[config.mk]
export PLATFORM = sky130hd
export DESIGN_NAME = rpn_kip_to_network_bridge_merger_flat
export DESIGN_NICKNAME = d
export VERILOG_FILES = /design/src/rtl/rpn_kip_to_network_bridge_merger_if.sv /design/src/rtl/rpn_kip_to_network_bridge_merger.sv /design/src/flat_wrapper.sv
export SDC_FILE = /design/constraint.sdc
export NUM_CORES = 1
export LEC_CHECK = 0
export ABC_AREA = 1
export CAP_MARGIN = 20
export CORE_MARGIN = 5
export CORE_UTILIZATION = 35
export CTS_CLUSTER_SIZE = 28
export DETAILED_ROUTE_END_ITERATION = 10
export PLACE_DENSITY_LB_ADDON = 0.15
export SLEW_MARGIN = 20
export SYNTH_ARGS = -nofsm -noshare
export SYNTH_HDL_FRONTEND = slang
export SYNTH_SLANG_ARGS = --single-unit
[constraint.sdc]
create_clock -name i_clk -period 1.6 [get_ports i_clk]
set_input_delay 0.4 -clock i_clk [delete_from_list [all_inputs] [get_ports i_clk]]
set_output_delay 0.4 -clock i_clk [all_outputs]
set_load 0.02 [all_outputs]
[src/rtl/rpn_kip_to_network_bridge_merger_if.sv]
// AXI-Stream bundle shared by the KIP egress sources and the network-bridge output.
// Carries the full sideband set (tkeep, tid, tdest, tuser); tid and tdest share one width.
interface rpn_kip_to_network_bridge_merger_if #(
    parameter int DATA_WIDTH = 64,
    parameter int KEEP_WIDTH = 8,
    parameter int ID_WIDTH   = 16,
    parameter int USER_WIDTH = 16
);
    logic                  tvalid;
    logic                  tready;
    logic [DATA_WIDTH-1:0] tdata;
    logic [KEEP_WIDTH-1:0] tkeep;
    logic [ID_WIDTH-1:0]   tid;
    logic [ID_WIDTH-1:0]   tdest;
    logic [USER_WIDTH-1:0] tuser;
    logic                  tlast;

    modport master (
        output tvalid, tdata, tkeep, tid, tdest, tuser, tlast,
        input  tready
    );

    modport slave (
        input  tvalid, tdata, tkeep, tid, tdest, tuser, tlast,
        output tready
    );
endinterface

[src/rtl/rpn_kip_to_network_bridge_merger.sv]
// Merges the KIP TX (PUB) and KIP RX (ACK) AXIS streams into one network-bridge stream.
// Arbitration is packet-atomic round-robin, and the merged output is registered.
module rpn_kip_to_network_bridge_merger #(
    parameter int AXIS_DATA_WIDTH        = 64,
    parameter int AXIS_KEEP_WIDTH        = 8,
    parameter int AXIS_TO_NB_TDEST_WIDTH = 16,
    parameter int AXIS_TO_NB_TUSER_WIDTH = 16,
    parameter int CNT_WIDTH              = 32
) (
    input  logic                                 i_clk,
    input  logic                                 i_ap_rst,
    rpn_kip_to_network_bridge_merger_if.slave    from_rpn_kip_tx,
    rpn_kip_to_network_bridge_merger_if.slave    from_rpn_kip_rx,
    rpn_kip_to_network_bridge_merger_if.master   to_network_bridge,
    output logic [CNT_WIDTH-1:0]                 o_tx_pkt_count,
    output logic [CNT_WIDTH-1:0]                 o_rx_pkt_count
);

    typedef enum logic [1:0] {
        ST_IDLE    = 2'd0,
        ST_LOCK_TX = 2'd1,
        ST_LOCK_RX = 2'd2
    } state_t;

    state_t state_r;
    state_t state_nxt_s;
    logic   rr_r;   // 1'b0: TX has priority on the next contention, 1'b1: RX

    logic out_en_s;
    logic tx_ready_s;
    logic rx_ready_s;
    logic tx_acc_s;
    logic rx_acc_s;

    logic                              out_valid_r;
    logic [AXIS_DATA_WIDTH-1:0]        out_data_r;
    logic [AXIS_KEEP_WIDTH-1:0]        out_keep_r;
    logic [AXIS_TO_NB_TDEST_WIDTH-1:0] out_id_r;
    logic [AXIS_TO_NB_TDEST_WIDTH-1:0] out_dest_r;
    logic [AXIS_TO_NB_TUSER_WIDTH-1:0] out_user_r;
    logic                              out_last_r;

    logic [AXIS_DATA_WIDTH-1:0]        mux_data_s;
    logic [AXIS_KEEP_WIDTH-1:0]        mux_keep_s;
    logic [AXIS_TO_NB_TDEST_WIDTH-1:0] mux_id_s;
    logic [AXIS_TO_NB_TDEST_WIDTH-1:0] mux_dest_s;
    logic [AXIS_TO_NB_TUSER_WIDTH-1:0] mux_user_s;
    logic                              mux_last_s;

    logic [CNT_WIDTH-1:0] tx_cnt_r;
    logic [CNT_WIDTH-1:0] rx_cnt_r;

    assign out_en_s = !out_valid_r || to_network_bridge.tready;
    assign tx_acc_s = from_rpn_kip_tx.tvalid && tx_ready_s;
    assign rx_acc_s = from_rpn_kip_rx.tvalid && rx_ready_s;

    assign from_rpn_kip_tx.tready  = tx_ready_s;
    assign from_rpn_kip_rx.tready  = rx_ready_s;
    assign to_network_bridge.tvalid = out_valid_r;
    assign to_network_bridge.tdata  = out_data_r;
    assign to_network_bridge.tkeep  = out_keep_r;
    assign to_network_bridge.tid    = out_id_r;
    assign to_network_bridge.tdest  = out_dest_r;
    assign to_network_bridge.tuser  = out_user_r;
    assign to_network_bridge.tlast  = out_last_r;
    assign o_tx_pkt_count = tx_cnt_r;
    assign o_rx_pkt_count = rx_cnt_r;

    // State register and round-robin pointer.
    always_ff @(posedge i_clk) begin
        if (i_ap_rst) begin
            state_r <= ST_IDLE;
            rr_r    <= 1'b0;
        end else begin
            state_r <= state_nxt_s;
            if (tx_acc_s && from_rpn_kip_tx.tlast) begin
                rr_r <= 1'b1;
            end else if (rx_acc_s && from_rpn_kip_rx.tlast) begin
                rr_r <= 1'b0;
            end
        end
    end

    // Grant selection and per-source ready; a lock is only released by an accepted tlast.
    always_comb begin
        state_nxt_s = state_r;
        tx_ready_s  = 1'b0;
        rx_ready_s  = 1'b0;
        case (state_r)
            ST_IDLE: begin
                if (from_rpn_kip_tx.tvalid && from_rpn_kip_rx.tvalid) begin
                    state_nxt_s = rr_r ? ST_LOCK_RX : ST_LOCK_TX;
                end else if (from_rpn_kip_tx.tvalid) begin
                    state_nxt_s = ST_LOCK_TX;
                end else if (from_rpn_kip_rx.tvalid) begin
                    state_nxt_s = ST_LOCK_RX;
                end else begin
                    state_nxt_s = ST_IDLE;
                end
            end
            ST_LOCK_TX: begin
                tx_ready_s = out_en_s;
                if (from_rpn_kip_tx.tvalid && out_en_s && from_rpn_kip_tx.tlast) begin
                    state_nxt_s = ST_IDLE;
                end else begin
                    state_nxt_s = ST_LOCK_TX;
                end
            end
            ST_LOCK_RX: begin
                rx_ready_s = out_en_s;
                if (from_rpn_kip_rx.tvalid && out_en_s && from_rpn_kip_rx.tlast) begin
                    state_nxt_s = ST_IDLE;
                end else begin
                    state_nxt_s = ST_LOCK_RX;
                end
            end
            default: begin
                state_nxt_s = ST_IDLE;
            end
        endcase
    end

    // Payload mux of the granted source.
    always_comb begin
        mux_data_s = from_rpn_kip_tx.tdata;
        mux_keep_s = from_rpn_kip_tx.tkeep;
        mux_id_s   = from_rpn_kip_tx.tid;
        mux_dest_s = from_rpn_kip_tx.tdest;
        mux_user_s = from_rpn_kip_tx.tuser;
        mux_last_s = from_rpn_kip_tx.tlast;
        if (rx_acc_s) begin
            mux_data_s = from_rpn_kip_rx.tdata;
            mux_keep_s = from_rpn_kip_rx.tkeep;
            mux_id_s   = from_rpn_kip_rx.tid;
            mux_dest_s = from_rpn_kip_rx.tdest;
            mux_user_s = from_rpn_kip_rx.tuser;
            mux_last_s = from_rpn_kip_rx.tlast;
        end else begin
            mux_last_s = from_rpn_kip_tx.tlast;
        end
    end

    // Output register: loads when empty or draining, holds the beat while stalled.
    always_ff @(posedge i_clk) begin
        if (i_ap_rst) begin
            out_valid_r <= 1'b0;
            out_data_r  <= '0;
            out_keep_r  <= '0;
            out_id_r    <= '0;
            out_dest_r  <= '0;
            out_user_r  <= '0;
            out_last_r  <= 1'b0;
        end else if (out_en_s) begin
            out_valid_r <= tx_acc_s || rx_acc_s;
            if (tx_acc_s || rx_acc_s) begin
                out_data_r <= mux_data_s;
                out_keep_r <= mux_keep_s;
                out_id_r   <= mux_id_s;
                out_dest_r <= mux_dest_s;
                out_user_r <= mux_user_s;
                out_last_r <= mux_last_s;
            end
        end
    end

    // Per-source packet counters, wrapping naturally.
    always_ff @(posedge i_clk) begin
        if (i_ap_rst) begin
            tx_cnt_r <= '0;
            rx_cnt_r <= '0;
        end else begin
            if (tx_acc_s && from_rpn_kip_tx.tlast) begin
                tx_cnt_r <= tx_cnt_r + {{(CNT_WIDTH-1){1'b0}}, 1'b1};
            end
            if (rx_acc_s && from_rpn_kip_rx.tlast) begin
                rx_cnt_r <= rx_cnt_r + {{(CNT_WIDTH-1){1'b0}}, 1'b1};
            end
        end
    end

endmodule

[src/flat_wrapper.sv]
// flat-port wrapper written by rule: the top's interface ports become plain ports
module rpn_kip_to_network_bridge_merger_flat 
#(
    parameter int AXIS_DATA_WIDTH        = 64,
    parameter int AXIS_KEEP_WIDTH        = 8,
    parameter int AXIS_TO_NB_TDEST_WIDTH = 16,
    parameter int AXIS_TO_NB_TUSER_WIDTH = 16,
    parameter int CNT_WIDTH              = 32
)
  (i_clk, i_ap_rst, o_tx_pkt_count, o_rx_pkt_count, from_rpn_kip_tx_tvalid, from_rpn_kip_tx_tdata, from_rpn_kip_tx_tkeep, from_rpn_kip_tx_tid, from_rpn_kip_tx_tdest, from_rpn_kip_tx_tuser, from_rpn_kip_tx_tlast, from_rpn_kip_tx_tready, from_rpn_kip_rx_tvalid, from_rpn_kip_rx_tdata, from_rpn_kip_rx_tkeep, from_rpn_kip_rx_tid, from_rpn_kip_rx_tdest, from_rpn_kip_rx_tuser, from_rpn_kip_rx_tlast, from_rpn_kip_rx_tready, to_network_bridge_tvalid, to_network_bridge_tdata, to_network_bridge_tkeep, to_network_bridge_tid, to_network_bridge_tdest, to_network_bridge_tuser, to_network_bridge_tlast, to_network_bridge_tready);
  rpn_kip_to_network_bridge_merger_if #(.DATA_WIDTH((64)), .KEEP_WIDTH((8)), .ID_WIDTH((16)), .USER_WIDTH((16))) from_rpn_kip_tx_i ();
  rpn_kip_to_network_bridge_merger_if #(.DATA_WIDTH((64)), .KEEP_WIDTH((8)), .ID_WIDTH((16)), .USER_WIDTH((16))) from_rpn_kip_rx_i ();
  rpn_kip_to_network_bridge_merger_if #(.DATA_WIDTH((64)), .KEEP_WIDTH((8)), .ID_WIDTH((16)), .USER_WIDTH((16))) to_network_bridge_i ();
  input  logic i_clk;
  input  logic i_ap_rst;
  output logic [CNT_WIDTH-1:0] o_tx_pkt_count;
  output logic [CNT_WIDTH-1:0] o_rx_pkt_count;
  input wire logic [$bits(from_rpn_kip_tx_i.tvalid)-1:0] from_rpn_kip_tx_tvalid;
  input wire logic [$bits(from_rpn_kip_tx_i.tdata)-1:0] from_rpn_kip_tx_tdata;
  input wire logic [$bits(from_rpn_kip_tx_i.tkeep)-1:0] from_rpn_kip_tx_tkeep;
  input wire logic [$bits(from_rpn_kip_tx_i.tid)-1:0] from_rpn_kip_tx_tid;
  input wire logic [$bits(from_rpn_kip_tx_i.tdest)-1:0] from_rpn_kip_tx_tdest;
  input wire logic [$bits(from_rpn_kip_tx_i.tuser)-1:0] from_rpn_kip_tx_tuser;
  input wire logic [$bits(from_rpn_kip_tx_i.tlast)-1:0] from_rpn_kip_tx_tlast;
  output wire logic [$bits(from_rpn_kip_tx_i.tready)-1:0] from_rpn_kip_tx_tready;
  input wire logic [$bits(from_rpn_kip_rx_i.tvalid)-1:0] from_rpn_kip_rx_tvalid;
  input wire logic [$bits(from_rpn_kip_rx_i.tdata)-1:0] from_rpn_kip_rx_tdata;
  input wire logic [$bits(from_rpn_kip_rx_i.tkeep)-1:0] from_rpn_kip_rx_tkeep;
  input wire logic [$bits(from_rpn_kip_rx_i.tid)-1:0] from_rpn_kip_rx_tid;
  input wire logic [$bits(from_rpn_kip_rx_i.tdest)-1:0] from_rpn_kip_rx_tdest;
  input wire logic [$bits(from_rpn_kip_rx_i.tuser)-1:0] from_rpn_kip_rx_tuser;
  input wire logic [$bits(from_rpn_kip_rx_i.tlast)-1:0] from_rpn_kip_rx_tlast;
  output wire logic [$bits(from_rpn_kip_rx_i.tready)-1:0] from_rpn_kip_rx_tready;
  output wire logic [$bits(to_network_bridge_i.tvalid)-1:0] to_network_bridge_tvalid;
  output wire logic [$bits(to_network_bridge_i.tdata)-1:0] to_network_bridge_tdata;
  output wire logic [$bits(to_network_bridge_i.tkeep)-1:0] to_network_bridge_tkeep;
  output wire logic [$bits(to_network_bridge_i.tid)-1:0] to_network_bridge_tid;
  output wire logic [$bits(to_network_bridge_i.tdest)-1:0] to_network_bridge_tdest;
  output wire logic [$bits(to_network_bridge_i.tuser)-1:0] to_network_bridge_tuser;
  output wire logic [$bits(to_network_bridge_i.tlast)-1:0] to_network_bridge_tlast;
  input wire logic [$bits(to_network_bridge_i.tready)-1:0] to_network_bridge_tready;
  assign from_rpn_kip_tx_i.tvalid = from_rpn_kip_tx_tvalid;
  assign from_rpn_kip_tx_i.tdata = from_rpn_kip_tx_tdata;
  assign from_rpn_kip_tx_i.tkeep = from_rpn_kip_tx_tkeep;
  assign from_rpn_kip_tx_i.tid = from_rpn_kip_tx_tid;
  assign from_rpn_kip_tx_i.tdest = from_rpn_kip_tx_tdest;
  assign from_rpn_kip_tx_i.tuser = from_rpn_kip_tx_tuser;
  assign from_rpn_kip_tx_i.tlast = from_rpn_kip_tx_tlast;
  assign from_rpn_kip_tx_tready = from_rpn_kip_tx_i.tready;
  assign from_rpn_kip_rx_i.tvalid = from_rpn_kip_rx_tvalid;
  assign from_rpn_kip_rx_i.tdata = from_rpn_kip_rx_tdata;
  assign from_rpn_kip_rx_i.tkeep = from_rpn_kip_rx_tkeep;
  assign from_rpn_kip_rx_i.tid = from_rpn_kip_rx_tid;
  assign from_rpn_kip_rx_i.tdest = from_rpn_kip_rx_tdest;
  assign from_rpn_kip_rx_i.tuser = from_rpn_kip_rx_tuser;
  assign from_rpn_kip_rx_i.tlast = from_rpn_kip_rx_tlast;
  assign from_rpn_kip_rx_tready = from_rpn_kip_rx_i.tready;
  assign to_network_bridge_tvalid = to_network_bridge_i.tvalid;
  assign to_network_bridge_tdata = to_network_bridge_i.tdata;
  assign to_network_bridge_tkeep = to_network_bridge_i.tkeep;
  assign to_network_bridge_tid = to_network_bridge_i.tid;
  assign to_network_bridge_tdest = to_network_bridge_i.tdest;
  assign to_network_bridge_tuser = to_network_bridge_i.tuser;
  assign to_network_bridge_tlast = to_network_bridge_i.tlast;
  assign to_network_bridge_i.tready = to_network_bridge_tready;
  rpn_kip_to_network_bridge_merger #(.AXIS_DATA_WIDTH(AXIS_DATA_WIDTH), .AXIS_KEEP_WIDTH(AXIS_KEEP_WIDTH), .AXIS_TO_NB_TDEST_WIDTH(AXIS_TO_NB_TDEST_WIDTH), .AXIS_TO_NB_TUSER_WIDTH(AXIS_TO_NB_TUSER_WIDTH), .CNT_WIDTH(CNT_WIDTH)) u_core (.i_clk(i_clk), .i_ap_rst(i_ap_rst), .from_rpn_kip_tx(from_rpn_kip_tx_i), .from_rpn_kip_rx(from_rpn_kip_rx_i), .to_network_bridge(to_network_bridge_i), .o_tx_pkt_count(o_tx_pkt_count), .o_rx_pkt_count(o_rx_pkt_count));
endmodule
==> impl_metrics.tcl <==
set metrics [dict create \
    start_util_pct 35.6 \
    cts.path.max_buffers 2 \
    coreArea_mm2 0.0253 \
    rrSetupSlack_ps -110 \
    yosys_warnings 0 \
    vias 11400 \
    final_common_cell "nand2_1" \
    multi_input_area_mm2 0.00525 \
    synth.distinct_cells 34 \
    worstPathCellList "inv_4 -> nor2_4 -> nand2_4 -> clkinv_4 -> buf_12 -> buf_12" \
    holdPathEnd "u_core.state_r[1]$_SDFF_PP0_" \
    cts.sinks 189 \
    fp.dieH_um 170 \
    wirelength_um 44600 \
    synthFlopType "dfxtp_1" \
    synthCells 1281 \
    viasPerCell 5.30 \
    place_ws_ps -554 \
    drt_iter0_drc 746 \
    final_core_util_pct 66.7 \
    cts.clk_slew.worst_paths_ps 70 \
    die_x_um 170 \
    grt-ovfl-total 0 \
    final_nets 2062 \
    hold_path_class "in2reg" \
    syn_to_final_growth_pct 87.5 \
    cpPeakStageDelay_ps 370 \
    fmax_mhz 582 \
    grt_pass1_vias 10200 \
    synth_edf_count 0 \
    synth_seq_cells 189 \
    hpwl_um 29100 \
    numCtsBuffers 17 \
    syn_area_mm2 0.00898 \
    grt_use_total_pct 25.2 \
    status "complete, but fails checks" \
    ios 435 \
    path_buf_inv 4 \
    synth_top_area_share_pct 42.1 \
    async_flop_share_pct 0 \
    cp_max_fo 3 \
    syn_area_per_cell_um2 7.01 \
    dp.cells 2043 \
    layout.area.seq_mm2 0.00381 \
    slew_headroom_pct 77.2 \
    clock_latency_ps 440 \
    root_buffer "clkbuf_16" \
    failed_checks "setup timing" \
    r2r_cells 11 \
    hold_viol 0 \
    hold_depth 4 \
    r2r_end "u_core.to_network_bridge.tdata[37]$_SDFFE_PP0P_" \
    drv_cap 0 \
    port_buffers 434 \
    antenna_found_initial 7 \
    cpMostUsedCell "buf_12" \
    cp_slowest_cell "dfxtp_4" \
    gp_congestion 0.891 \
    firstDrtPassIters 5 \
    worst_pin_slew_ps 343 \
    end_kind "primary output" \
    vdd_ir_drop_max_v 0.000562 \
    fin_ws_ps -117 \
    ant_nets 0 \
    critPathTopFamily "flip-flops" \
    yosysSeqAreaShare_pct 42.1 \
    post-route-period-util_pct 107 \
    drc 0 \
    layoutNonFillerInstCount 2158 \
    avgRoutedWirePerCell_um 20.7 \
    final_cell_mix "nand2_1, clkdlybuf4s50_1, dfxtp_1" \
    layout-drive-gt1-share_pct 22.0 \
    rsz0062_at_grt "true" \
    synth_top_cell_by_area "dfxtp_1" \
    timing.final.crit_period_ps 1720 \
    path_class "reg2out" \
    finalSetupViolCount 100 \
    num-fill-cells 2132 \
    fp-row-count 58 \
    cts_tree "yes" \
    min_from "from_rpn_kip_rx_tvalid" \
    grt_pass1_wl_um 57800 \
    synth.top_cells.by_area "dfxtp_1, nand2_1, nand3_1" \
    maxSlewViolCount 0 \
    arrival_ps 1320 \
    finalClockSkew_ps 13.3 \
    fp.dieArea_mm2 0.0290 \
    reg2reg_from "u_core.state_r[1]$_SDFF_PP0_" \
    syn_nets 1530 \
    cp-start-kind "flip-flop" \
    cp.required_ps 1200 \
    h-tree-depth 4 \
    holdBufCountCts 0 \
    grt_max_degree 58 \
    p_per_area_mw_per_mm2 778 \
    leakage_nw 7.19 \
]
## cells in the mapped netlist (4+ instances only)
cell type	instances
nand2_1	257
dfxtp_1	189
nand3_1	158
a31oi_1	121
nor2_1	111
inv_1	93
o21ai_0	71
o21ai_1	69
clkbuf_1	50
a21oi_1	32
buf_2	27
nand4_1	26
nor3_1	14
buf_6	8
nor2_2	7
inv_2	6
o21bai_1	6
xor2_1	6
nor3b_1	4
## registers in the layout (all words and copies together), names as in the netlist
signal	cells
u_core.o_rx_pkt_count	32
u_core.o_tx_pkt_count	32
u_core.rr_r	1
u_core.state_r	2
u_core.to_network_bridge.tdata	64
u_core.to_network_bridge.tdest	16
u_core.to_network_bridge.tid	16
u_core.to_network_bridge.tkeep	8
u_core.to_network_bridge.tlast	1
u_core.to_network_bridge.tuser	16
u_core.to_network_bridge.tvalid	1
## worst max path at each step
| stage | start | endpoint | slack [ps] | cells after the start |
|---|---|---|---|---|
| 6_report | u_core.state_r[1]$_SDFF_PP0_ | from_rpn_kip_rx_tready | -120 | 6 |
| 5_1_grt | u_core.state_r[1]$_SDFF_PP0_ | from_rpn_kip_rx_tready | -180 | 6 |
| 4_1_cts | u_core.state_r[1]$_SDFF_PP0_ | from_rpn_kip_rx_tready | -180 | 6 |
| 3_5_place_dp | to_network_bridge_tready | u_core.to_network_bridge.tdata[0]$_SDFFE_PP0P_ | -550 | 11 |
| 3_3_place_gp | to_network_bridge_tready | u_core.to_network_bridge.tdata[45]$_SDFFE_PP0P_ | -510 | 11 |
| 2_1_floorplan | u_core.o_rx_pkt_count[0]$_SDFFE_PP0P_ | u_core.o_rx_pkt_count[30]$_SDFFE_PP0P_ | 8 | 10 |
## worst reg2reg max path, stage by stage, from the launching register on
cell,delay (ps)
dfxtp_4,370
inv_4,40
nor2_4,150
nand2_4,70
clkinv_4,50
buf_4,160
nand2_8,110
buf_12,160
buf_12,140
clkbuf_16,170
nand2_1,100
a31oi_4,90
## metrics by stage
| stage | hold WS, ps | power [W] | setup TNS [ps] | instance area [um2] |
|---|---|---|---|---|
| final | 448 | 0.0131 | -3650 | 16800 |
| after global routing | 442 | 0.0135 | -12500 | 16800 |
| after CTS | 421 | 0.0122 | -244 | 14800 |
| after detailed placement | 463 | 0.00815 | -82970 | 14200 |
| after global placement | 459 | 0.00813 | -80040 | 14200 |
| after floorplan | 453 | 0.00648 | 0 | 8990 |
## power breakdown
part | leakage, nW | switching [W] | total (W) | internal [W]
clock network | 0.284 | 0.00214 | 0.00430 | 0.00216
registers | 1.55 | 0.000191 | 0.00521 | 0.00502
logic | 5.35 | 0.00180 | 0.00359 | 0.00179
## metal layers
metal	share of wire [%]	vias to the layer above	routed length [um]	GRT usage, %
li1	-	5472	-	-
met1	38	5308	16900	29.8
met2	50	517	22500	43.6
met3	7.5	126	3360	7.15
met4	3.8	10	1720	9.31
met5	0.18	-	80	0
## cells by family after synthesis
logic type | count (synthesis) | synth area share (%)
fa+ha+maj | 2 | 0.279
xor+xnor | 9 | 0.878
flops | 189 | 42.1
simple gates | 590 | 28.9
buf+inv | 189 | 9.07
compound gates | 302 | 18.8
## timing repair
action,4_1_cts,5_1_grt
cloned,0,42
endpoints found under the setup margin,306,170
pin swaps,3,34
resized for setup,273,298
buffers inserted,6,34
## cell type report
class | count | area share, %
repair buffers | 597 | 38.0
multi-input cells | 908 | 31.2
flip-flops and latches | 189 | 22.7
clock buffers | 20 | 2.71
well taps | 330 | 2.45
inverters | 100 | 2.32
clock inverters | 12 | 0.684
diodes | 2 | 0.0297
No activity file was read; power rests on OpenSTA's default activity.
